==> config.mk <==
export PLATFORM = sky130hd
export DESIGN_NAME = piso_bit_serializer
export DESIGN_NICKNAME = d
export VERILOG_FILES = /design/src/rtl/piso_bit_serializer.sv
export SDC_FILE = /design/constraint.sdc
export NUM_CORES = 1
export LEC_CHECK = 0
export CORE_MARGIN = 10
export CORE_UTILIZATION = 35
export DETAILED_ROUTE_END_ITERATION = 6
export SLEW_MARGIN = 20
export SYNTH_ARGS = -nofsm -noshare
export SYNTH_HDL_FRONTEND = slang
export SYNTH_SLANG_ARGS = --single-unit
==> constraint.sdc <==
create_clock -name clk -period 2.4 [get_ports clk]
set_clock_uncertainty 0.2 [all_clocks]
set_input_delay 0.48 -clock clk [delete_from_list [all_inputs] [get_ports clk]]
set_output_delay 0.48 -clock clk [all_outputs]
set_load 0.03 [all_outputs]
==> src/rtl/piso_bit_serializer.sv <==
// Parallel-in, serial-out bit serializer with a one-entry holding buffer so
// consecutive words stream out with no idle bit between them.
module piso_bit_serializer #(
   parameter int WIDTH     = 8,
   parameter bit MSB_FIRST = 1'b1
) (
   input  logic             clk,
   input  logic             rst,
   input  logic [WIDTH-1:0] data_in,
   input  logic             data_valid,
   output logic             data_ready,
   output logic             sout,
   output logic             sout_valid,
   output logic             frame_done
);

   localparam int CW = $clog2(WIDTH);
   localparam logic [CW-1:0] LAST = CW'(WIDTH - 1);

   typedef enum logic {
      IDLE,
      SHIFT
   } state_t;

   state_t           state_q, state_d;
   logic [WIDTH-1:0] shift_q, shift_d;
   logic [CW-1:0]    cnt_q, cnt_d;
   logic [WIDTH-1:0] buf_q, buf_d;
   logic             full_q, full_d;
   logic             ready_q, ready_d;
   logic             sout_q, sout_d;
   logic             svalid_q, svalid_d;
   logic             fdone_q, fdone_d;
   logic [CW-1:0]    cntNext;
   logic             accept;

   // Serial bit k of a word, honouring the configured bit order.
   function automatic logic bitAt(input logic [WIDTH-1:0] w, input logic [CW-1:0] k);
      logic [CW-1:0] idx;
      idx = MSB_FIRST ? (LAST - k) : k;
      return w[idx];
   endfunction

   assign accept  = data_valid & ready_q;
   assign cntNext = cnt_q + CW'(1);

   always_comb begin
      state_d  = state_q;
      shift_d  = shift_q;
      cnt_d    = cnt_q;
      buf_d    = buf_q;
      full_d   = full_q;
      sout_d   = 1'b0;
      svalid_d = 1'b0;
      fdone_d  = 1'b0;
      case (state_q)
         IDLE: begin
            if (accept) begin
               shift_d  = data_in;
               cnt_d    = '0;
               state_d  = SHIFT;
               sout_d   = bitAt(data_in, '0);
               svalid_d = 1'b1;
            end
         end
         SHIFT: begin
            if (cnt_q != LAST) begin
               cnt_d    = cntNext;
               sout_d   = bitAt(shift_q, cntNext);
               svalid_d = 1'b1;
               fdone_d  = (cntNext == LAST);
               if (accept) begin
                  buf_d  = data_in;
                  full_d = 1'b1;
               end
            end else if (full_q) begin
               // Buffered word takes priority; ready is low so no accept here.
               shift_d  = buf_q;
               full_d   = 1'b0;
               cnt_d    = '0;
               sout_d   = bitAt(buf_q, '0);
               svalid_d = 1'b1;
            end else if (accept) begin
               shift_d  = data_in;
               cnt_d    = '0;
               sout_d   = bitAt(data_in, '0);
               svalid_d = 1'b1;
            end else begin
               state_d = IDLE;
               cnt_d   = '0;
            end
         end
         default: state_d = IDLE;
      endcase
      ready_d = ~full_d;
   end

   always_ff @(posedge clk) begin
      if (rst) begin
         state_q  <= IDLE;
         shift_q  <= '0;
         cnt_q    <= '0;
         buf_q    <= '0;
         full_q   <= 1'b0;
         ready_q  <= 1'b1;
         sout_q   <= 1'b0;
         svalid_q <= 1'b0;
         fdone_q  <= 1'b0;
      end else begin
         state_q  <= state_d;
         shift_q  <= shift_d;
         cnt_q    <= cnt_d;
         buf_q    <= buf_d;
         full_q   <= full_d;
         ready_q  <= ready_d;
         sout_q   <= sout_d;
         svalid_q <= svalid_d;
         fdone_q  <= fdone_d;
      end
   end

   assign data_ready = ready_q;
   assign sout       = sout_q;
   assign sout_valid = svalid_q;
   assign frame_done = fdone_q;

endmodule

# [Word level (Yosys, flattened, before mapping)]
# Cells that the tools add are included.
[classes] magnitude_cmp=1 reduce_logical=2 bitwise_logic=4 mux=20 addsub=2 n_eq_ne=4
[ops] op="8-bit two-way mux" count=3
[ops] op="8-bit case mux with 2 select lines" count=1
[ops] op="1-bit two-way mux" count=10
[ops] op="3-bit two-way mux" count=2
[ops] op="3-bit case mux with 2 select lines" count=1
[ops] op="3-bit by 4-bit less-than comparator with 1-bit output, second input constant" count=1
[ops] op="2-bit != test, second input constant" count=2
[ops] op="1-bit case mux with 2 select lines" count=2
[ops] op="3-bit by 1-bit adder with 3-bit output, second input constant" count=1
[ops] op="1-bit binary-select mux with 3-bit select" count=1
[ops] op="3-bit equality test, second input constant" count=1
[ops] op="3-bit != test, second input constant" count=1
[ops] op="1-bit NOT" count=3
[ops] op="3-bit AND reduction" count=1
[ops] op="3-bit OR reduction" count=1
[ops] op="3-bit subtractor, first input constant" count=1
[ops] op="1-bit bitwise AND" count=1
[word_totals] wordCells=41 regBits=24 input_bits=11 out_inout_bits=4

# [Depth between registers and ports, before layout]
# Gate-level depths: netlist of the first run.
[depth] ltp_word=6 ltp_mapped=6 ltp_nobuf=5

# [Least setup slack after synthesis of the first run]
# OpenSTA, ideal clock, no wires.
[synth_path] kind="register to register" from="reg cnt_q[0]" to="reg shift_q[0]" synth_period_minus_slack_ps=1724 t_arrival_ps=1429 required_ps=2105 setup_time_ps=95 stages_incl_launch_ff=6 path_buffers=1 path_slack_ps=676 cell_sequence="dfxtp_1 > ha_1 > ha_1 > nand2b_1 > clkbuf_1 > a221oi_1"
[synth_via] elab_chain_cells=2
[synth_rtl] element="from (decl)" line="27" rtl="logic [CW-1:0] cnt_q, cnt_d;"
[synth_rtl] element="from (signal assigned)" line="112" rtl="cnt_q <= cnt_d;"
[synth_rtl] element="3-bit != test" line="67" rtl="if (cnt_q != LAST) begin"
[synth_rtl] element="2-bit != test (no source line)"
[synth_rtl] element="to (signal assigned)" line="111" rtl="shift_q <= shift_d;"
[synth_rtl] element="to (decl)" line="26" rtl="logic [WIDTH-1:0] shift_q, shift_d;"
# No other way between the ends.
# A chain may end at the register's enable or synchronous reset.

# [Worst setup path after layout of the first run]
[layout_path] from="reg ready_q (netlist: data_ready)" to="out data_ready"
[layout_lines] element="from (decl)" line="30" rtl="logic ready_q, ready_d;"
[layout_lines] element="from (signal assigned)" line="115" rtl="ready_q <= ready_d;"
[layout_lines] element="to (decl)" line="11" rtl="output logic data_ready,"
# No word-level cell between the ends.

==> results.txt, run 1 <==
Max-cap violations - 0
CP Class - flop to output port
vias in the first global route - 941
CTS tree - built
YS warnings - 0
area occupied by multi-input gates - 580.6 um2
Distinct cells, synth - 31
Synth Net Count - 139
Critical Path RT - 1.72 ns
EDFF count, synth - 0
Crit. path cell count - 1
gr usage total - 9.378%
final setup violation count - 0
post-synthesis cell count - 124
Worst slew margin - 70.24%
clock sinks - 24
I/O pin total - 15
reg2reg start - cnt_q[0]
Die X - 76.94 um
sequential share of the synthesized area - 42.34%
largest net degree at the start of global routing - 22
top_reg_cell synth - dfxtp_1
top-area cell type share of the netlist area - 42.34%
Pwr Density - 650.7 mW/mm2
Slew @ Worst Pin - 0.4451 ns
ys async rst share - 0%
cell taking the most area after synthesis - dfxtp_1
H-tree depth - 1
hold path cells - 2
fillers - 313
grt total ovfl - 0
CP startpoint kind - flop
number of buffers on the longest clock path - 2
Routed Wire Length - 2620 um
fin worst setup slack - 0.2778 ns
WL/cell - 14.40 um
Critical Path Source - data_ready
CTS buffer count - 3
Static Leak - 0.0005069 uW
register area - 480.5 um2
antenna violations before repair - 0
Pwr Total - 895.6 uW
fin crit period - 2.122 ns
Post-CTS Setup Inserts - 0
Pre-antenna DRT Iters - 4
Crit path largest cell delay - 0.71 ns
Detailed Route Iter0 Violations - 77
#FFs+latches synth - 24
layout cells sized above 1 - 7.246%
Worst Hold Launch - buf_q[5]
status - finished clean
Worst Setup Slack post-DPL - 0.3277 ns
Final Cycle Share - 88.42%
Max Slew Vio Count - 0
area of the mapped netlist - 0.001135 mm2
Via density - 5.203
n_diodes - 0
Max VDD drop - 0.2464 mV
die area - 0.005920 mm2
crit path capture type - output port
residual DRC count - 0
first-pass GRT wire length - 4602 um
worst reg2reg path depth - 5
Worst Path Arrival - 1.44 ns
f_max - 471.2 MHz
worst-path fanout max - 6
via count - 947
PortBufs - 14
worst min path class - flop to flop
Skew-Pair Late Insertion Delay - 0.31 ns
clock transition at the registers of the reported paths - 0.13 ns
Die Y - 76.94 um
clock root buffer - clkbuf_4
Final Hold Vio Count - 0
WP buf/inv - 1
Worst path slowest cell - clkdlybuf4s50_1
cell with the most instances after synthesis - dfxtp_1
Placer Congestion - 0.7752
core box area - 0.003078 mm2
RSZ-0062 raised after global routing - false
Post-Syn Area per Cell - 9.152 um2
commonest cells in the netlist - 24 x dfxtp_1, 20 x nand2_1, 11 x a21oi_1, 10 x inv_1
Initial Util - 36.87%
synth-to-layout area growth - 21.28%
setup TNS - 0 ns
Post-DRT Antenna Nets - 0
Top Family by Delay on Critical Path - buffers and inverters
CTS Hold Bufs - 0
cts repair resizes - 0
# rows - 20
leading post-synthesis cells by cell area - dfxtp_1 42%, nand2_1 6.6%, a221oi_1 6.2%
fin nets - 154
post-DP HPWL - 1853 um
crit-path cells - clkdlybuf4s50_1
state kept, by name, summed over array words and instances, names as in the netlist, named ones only:
name	cells
data_ready	1
frame_done	1
buf_q	8
shift_q	8
cnt_q	3
sout_valid	1
sout	1
routing by layer:
layer,vias up,track usage [%],wire (um)
met5,-,0,0
met4,0,2.974,13
met3,2,2.214,93
met2,18,15.51,1237
met1,449,11.63,1275
li1,478,-,-
path summary, 6_finish.rpt:
check / endpoint / slack [ns]
worst max-delay path: data_ready / 0.28
worst min-delay path: buf_q[5] / 0.26
worst max register to register: shift_q[0] / 0.32
worst min register to register: buf_q[5] / 0.26
through the flow:
step                      util, %  area [um2]  cells  hold WS [ns]
after detailed placement    43.01        1324    178        0.2415
after global placement      43.01        1324    178        0.2371
after global routing        44.72        1376    182        0.2855
after floorplan                 -        1135    124        0.2311
final                       44.72        1376    182        0.2582
after CTS                   44.72        1376    182        0.2603
area by class of cell:
cell class                 instances  area share [%]
sequential                        24           34.91
tap                               44           4.000
multi-input combinational         82           42.18
clock inverter                     1           2.182
clock buffer                       3           1.636
inverter                          10           2.727
timing repair buffer              18           12.36
cells in the final DEF, fill, tap and decap left out:
master | Yosys | final
dfxtp_1 | 24 | 24
nand2_1 | 20 | 20
clkdlybuf4s50_1 | 0 | 14
a21oi_1 | 11 | 11
inv_1 | 10 | 10
nand3b_1 | 8 | 8
a221oi_1 | 8 | 8
o31ai_1 | 7 | 7
ha_1 | 4 | 4
buf_4 | 0 | 4
clkbuf_4 | 0 | 3
and2_1 | 2 | 2
nor2_1 | 2 | 2
mux4_1 | 2 | 2
and4b_1 | 1 | 1
nand4b_1 | 1 | 1
nand2b_1 | 1 | 1
o21ai_2 | 1 | 1
o32a_1 | 1 | 1
nor2b_1 | 1 | 1
a2bb2oi_1 | 1 | 1
o2bb2ai_1 | 1 | 1
a211oi_1 | 1 | 1
a211o_1 | 1 | 1
mux2i_1 | 1 | 1
o21ai_0 | 1 | 1
and3_1 | 1 | 1
o22ai_1 | 1 | 1
o21bai_1 | 1 | 1
a221oi_2 | 1 | 1
a31oi_1 | 1 | 1
nor3_1 | 1 | 1
bufinv_16 | 0 | 1
worst register-to-register path: cells and delay by family, from the launching register on:
family | cells | cell delay [ns]
fa+ha+maj | 2 | 0.46
simple gates | 1 | 0.32
compound gates | 2 | 0.52
flops | 1 | 0.49
cells by family (layout without fill, tap and decap cells):
logic type	Yosys count	count (layout)	synth area share, %
adder cells (fa/ha/maj)	4	4	4.410
AO/OA/AOI/OAI	37	37	23.82
AND/OR/NAND/NOR	38	38	17.42
flip-flops	24	24	42.34
multiplexers	3	3	5.513
buffers and inverters	18	32	6.505
where the power goes:
group / internal (uW) / switching, uW / total (uW)
combinational: 73.8 / 85.9 / 160
clock: 169 / 124 / 293
sequential: 427 / 16.5 / 443
total: 669 / 226 / 896
(Power assumes the default switching activity.)
==> run 2: changes to the inputs <==
==> constraint.sdc (replaced) <==
create_clock -name clk -period 1.8 [get_ports clk]
set_clock_uncertainty 0.2 [all_clocks]
set_input_delay 0.36 -clock clk [delete_from_list [all_inputs] [get_ports clk]]
set_output_delay 0.36 -clock clk [all_outputs]
set_load 0.03 [all_outputs]
==> run 2 against run 1 <==
Hold slack worse by 0.0011 ns. First-iteration DRC count did not move. Cell count grew 4.9%. Die area unchanged. Setup slack lost 0.20 ns. Clock power decreased by 3%. Clock-buffer cell count rose by 1. Flip-flop and latch count did not move. Wire length is 0.34% lower. Non-clock buffer count up 9.
==> results.txt, run 2 (synthesis gave the netlist of run 1 again) <==
worst-path fanout max - 6 (unchanged)
crit path capture type - output port (unchanged)
R2R setup slack - 0.12 ns (was 0.32 ns)
fin worst setup slack - 0.08198 ns (was 0.2778 ns)
PortBufs - 14 (unchanged)
WHS - 0.2571 ns (was 0.2582 ns)
H-tree depth - 1 (unchanged)
Worst Path Arrival - 1.16 ns (was 1.44 ns)
Most Crowded Layer GR - met2 (unchanged)
WP buf/inv - 1 (unchanged)
core box area - 0.003078 mm2 (unchanged)
Static Leak - 0.0005631 uW (was 0.0005069 uW)
clock transition at the registers of the reported paths - 0.13 ns (about the same)
Slew @ Worst Pin - 0.4723 ns (was 0.4451 ns)
fin crit period - 1.718 ns
Pint - 813.2 uW (was 669.1 uW)
antenna violations before repair - 0 (unchanged)
final instance area - 0.001474 mm2 (was 0.001376 mm2)
die area - 0.005920 mm2 (unchanged)
post-DP HPWL - 1958 um (was 1853 um)
number of buffers on the longest clock path - 2 (unchanged)
fin nets - 163 (was 154)
Pwr Density - 762.7 mW/mm2 (was 650.7 mW/mm2)
RSZ-0062 raised after global routing - false (unchanged)
dpl cell area - 0.001401 mm2 (was 0.001324 mm2)
CP Class - flop to output port (unchanged)
biggest regs - buf_q: 8 flops, shift_q: 8 flops, cnt_q: 3 flops (unchanged)
Global Route met1 Usage - 11.27% (was 11.63%)
Routed Wire Length - 2611 um (was 2620 um)
Skew-Pair Late Insertion Delay - 0.31 ns (about the same)
grt total ovfl - 0 (unchanged)
Worst path slowest cell - dlygate4sd2_1 (was clkdlybuf4s50_1)
Sw Share - 27.66% (was 25.29%)
area occupied by multi-input gates - 619.3 um2 (was 580.6 um2)
met3 usage - 2.331% (was 2.214%)
f_max - 582.1 MHz
register area - 481.7 um2 (was 480.5 um2)
Reg power frac - 52.5% (was 49.5%)
Max-cap violations - 0 (unchanged)
WL/cell - 13.67 um (was 14.40 um)
Final Hold Vio Count - 0 (unchanged)
layout cells sized above 1 - 18.37% (was 7.246%)
Worst Setup Slack post-DPL - -0.1266 ns (was 0.3277 ns)
worst min path class - flop to flop (unchanged)
commonest non-fill, non-tap cell in the layout - dfxtp_1 (unchanged)
Die X - 76.94 um (unchanged)
residual DRC count - 0 (unchanged)
clock sinks - 24 (unchanged)
synth-to-layout area growth - 29.88% (was 21.28%)
Top Family by Delay on Critical Path - buffers and inverters (unchanged)
Placer Congestion - 0.7891 (was 0.7752)
Max Slew Vio Count - 0 (unchanged)
gr usage total - 8.869% (was 9.378%)
CTS tree - built (unchanged)
most frequent cells in the layout - 23 x dfxtp_1, 20 x nand2_1, 13 x buf_4, 11 x a21oi_1 (was 24 x dfxtp_1, 20 x nand2_1, 14 x clkdlybuf4s50_1, 11 x a21oi_1, 10 x inv_1)
fillers - 327 (was 313)
Sw Pwr - 310.9 uW (was 226.5 uW)
via count - 972 (was 947)
crit-path cells - dlygate4sd2_1 (was clkdlybuf4s50_1)
Post-DRT Antenna Nets - 0 (unchanged)
clock root buffer - clkbuf_4 (unchanged)
Pwr Total - 1124 uW (was 895.6 uW)
Crit path largest cell delay - 0.43 ns (was 0.71 ns)
final setup violation count - 0 (unchanged)
I/O pin total - 15 (unchanged)
# rows - 20 (unchanged)
Pre-antenna DRT Iters - 4 (unchanged)
n_diodes - 0 (unchanged)
Final Cycle Share - 95.45%
Clock Power Share - 25.3% (was 32.7%)
final core utilization - 47.89% (was 44.72%)
CP startpoint kind - flop (unchanged)
Post-CTS Setup Inserts - 0 (unchanged)
CTS buffer count - 3 (unchanged)
Initial Util - 36.87% (unchanged)
Worst slew margin - 68.51% (was 70.24%)
Gate power share - 22.2% (was 17.8%)
largest net degree at the start of global routing - 16 (was 22)
status - finished clean (unchanged)
Detailed Route Iter0 Violations - 77 (unchanged)
met2 usage - 14.42% (was 15.51%)
Max VDD drop - 0.3202 mV (was 0.2464 mV)
Via density - 5.089 (was 5.203)
CTS Hold Bufs - 0 (unchanged)
Critical Path RT - 1.24 ns (was 1.72 ns)
Die Y - 76.94 um (unchanged)
first-pass GRT wire length - 4422 um (was 4602 um)
vias in the first global route - 941 (unchanged)
run 2: final cells by class:
type / count / area share, %
flip-flops and latches: 24 / 32.68
multi-input cells: 82 / 42.02
well taps: 44 / 3.735
repair buffers: 27 / 16.55
inverters: 10 / 2.547
clock buffers: 4 / 2.462
run 2: path summary, 6_finish.rpt:
path | start | depth (start not counted) | end
hold / removal | buf_q[0] | 2 | buf_q[0]
setup reg to reg | cnt_q[0] | 5 | shift_q[6]
hold reg to reg | buf_q[0] | 2 | buf_q[0]
setup / recovery | data_ready | 1 | data_ready
run 2: stage by stage:
stage               setup TNS, ns  instances
global placement          -0.4392        187
detailed placement         -1.015        187
floorplan                       0        124
CTS                             0        191
global route                    0        191
finish                          0        191
run 2: repair_timing:
action                                  CTS  global route
pin swaps                                 0             0
resized for setup                         3             8
endpoints found under the setup margin    3             9
cloned                                    0             0
run 2: metal layers:
| metal | routed length [um] | vias to the layer above |
|---|---|---|
| li1 | - | 503 |
| met1 | 1267 | 455 |
| met2 | 1257 | 12 |
| met3 | 72 | 2 |
| met4 | 13 | 0 |
| met5 | 0 | - |
run 2: power by group through the flow:
stage | Sequential, uW | Combinational, uW | Clock, uW
2_1_floorplan | 608 | 130 | 0
3_3_place_gp | 599 | 233 | 0
3_5_place_dp | 600 | 237 | 0
4_1_cts | 588 | 235 | 296
5_1_grt | 595 | 274 | 323
6_report | 590 | 250 | 284
run 2: worst min-delay path, stage by stage (launching register included):
cell and delay (ns):
dfxtp_1 0.33, nand2_1 0.05, a21oi_1 0.05
==> run 3: changes to the inputs <==
--- a/config.mk
+++ b/config.mk
@@ -5,6 +5,7 @@
 export SDC_FILE = /design/constraint.sdc
 export NUM_CORES = 1
 export LEC_CHECK = 0
+export CAP_MARGIN = 0
 export CORE_MARGIN = 10
 export CORE_UTILIZATION = 35
 export DETAILED_ROUTE_END_ITERATION = 6
==> results of run 3 <==
The final DEF is identical to that of run 2; final timing and power are the same.
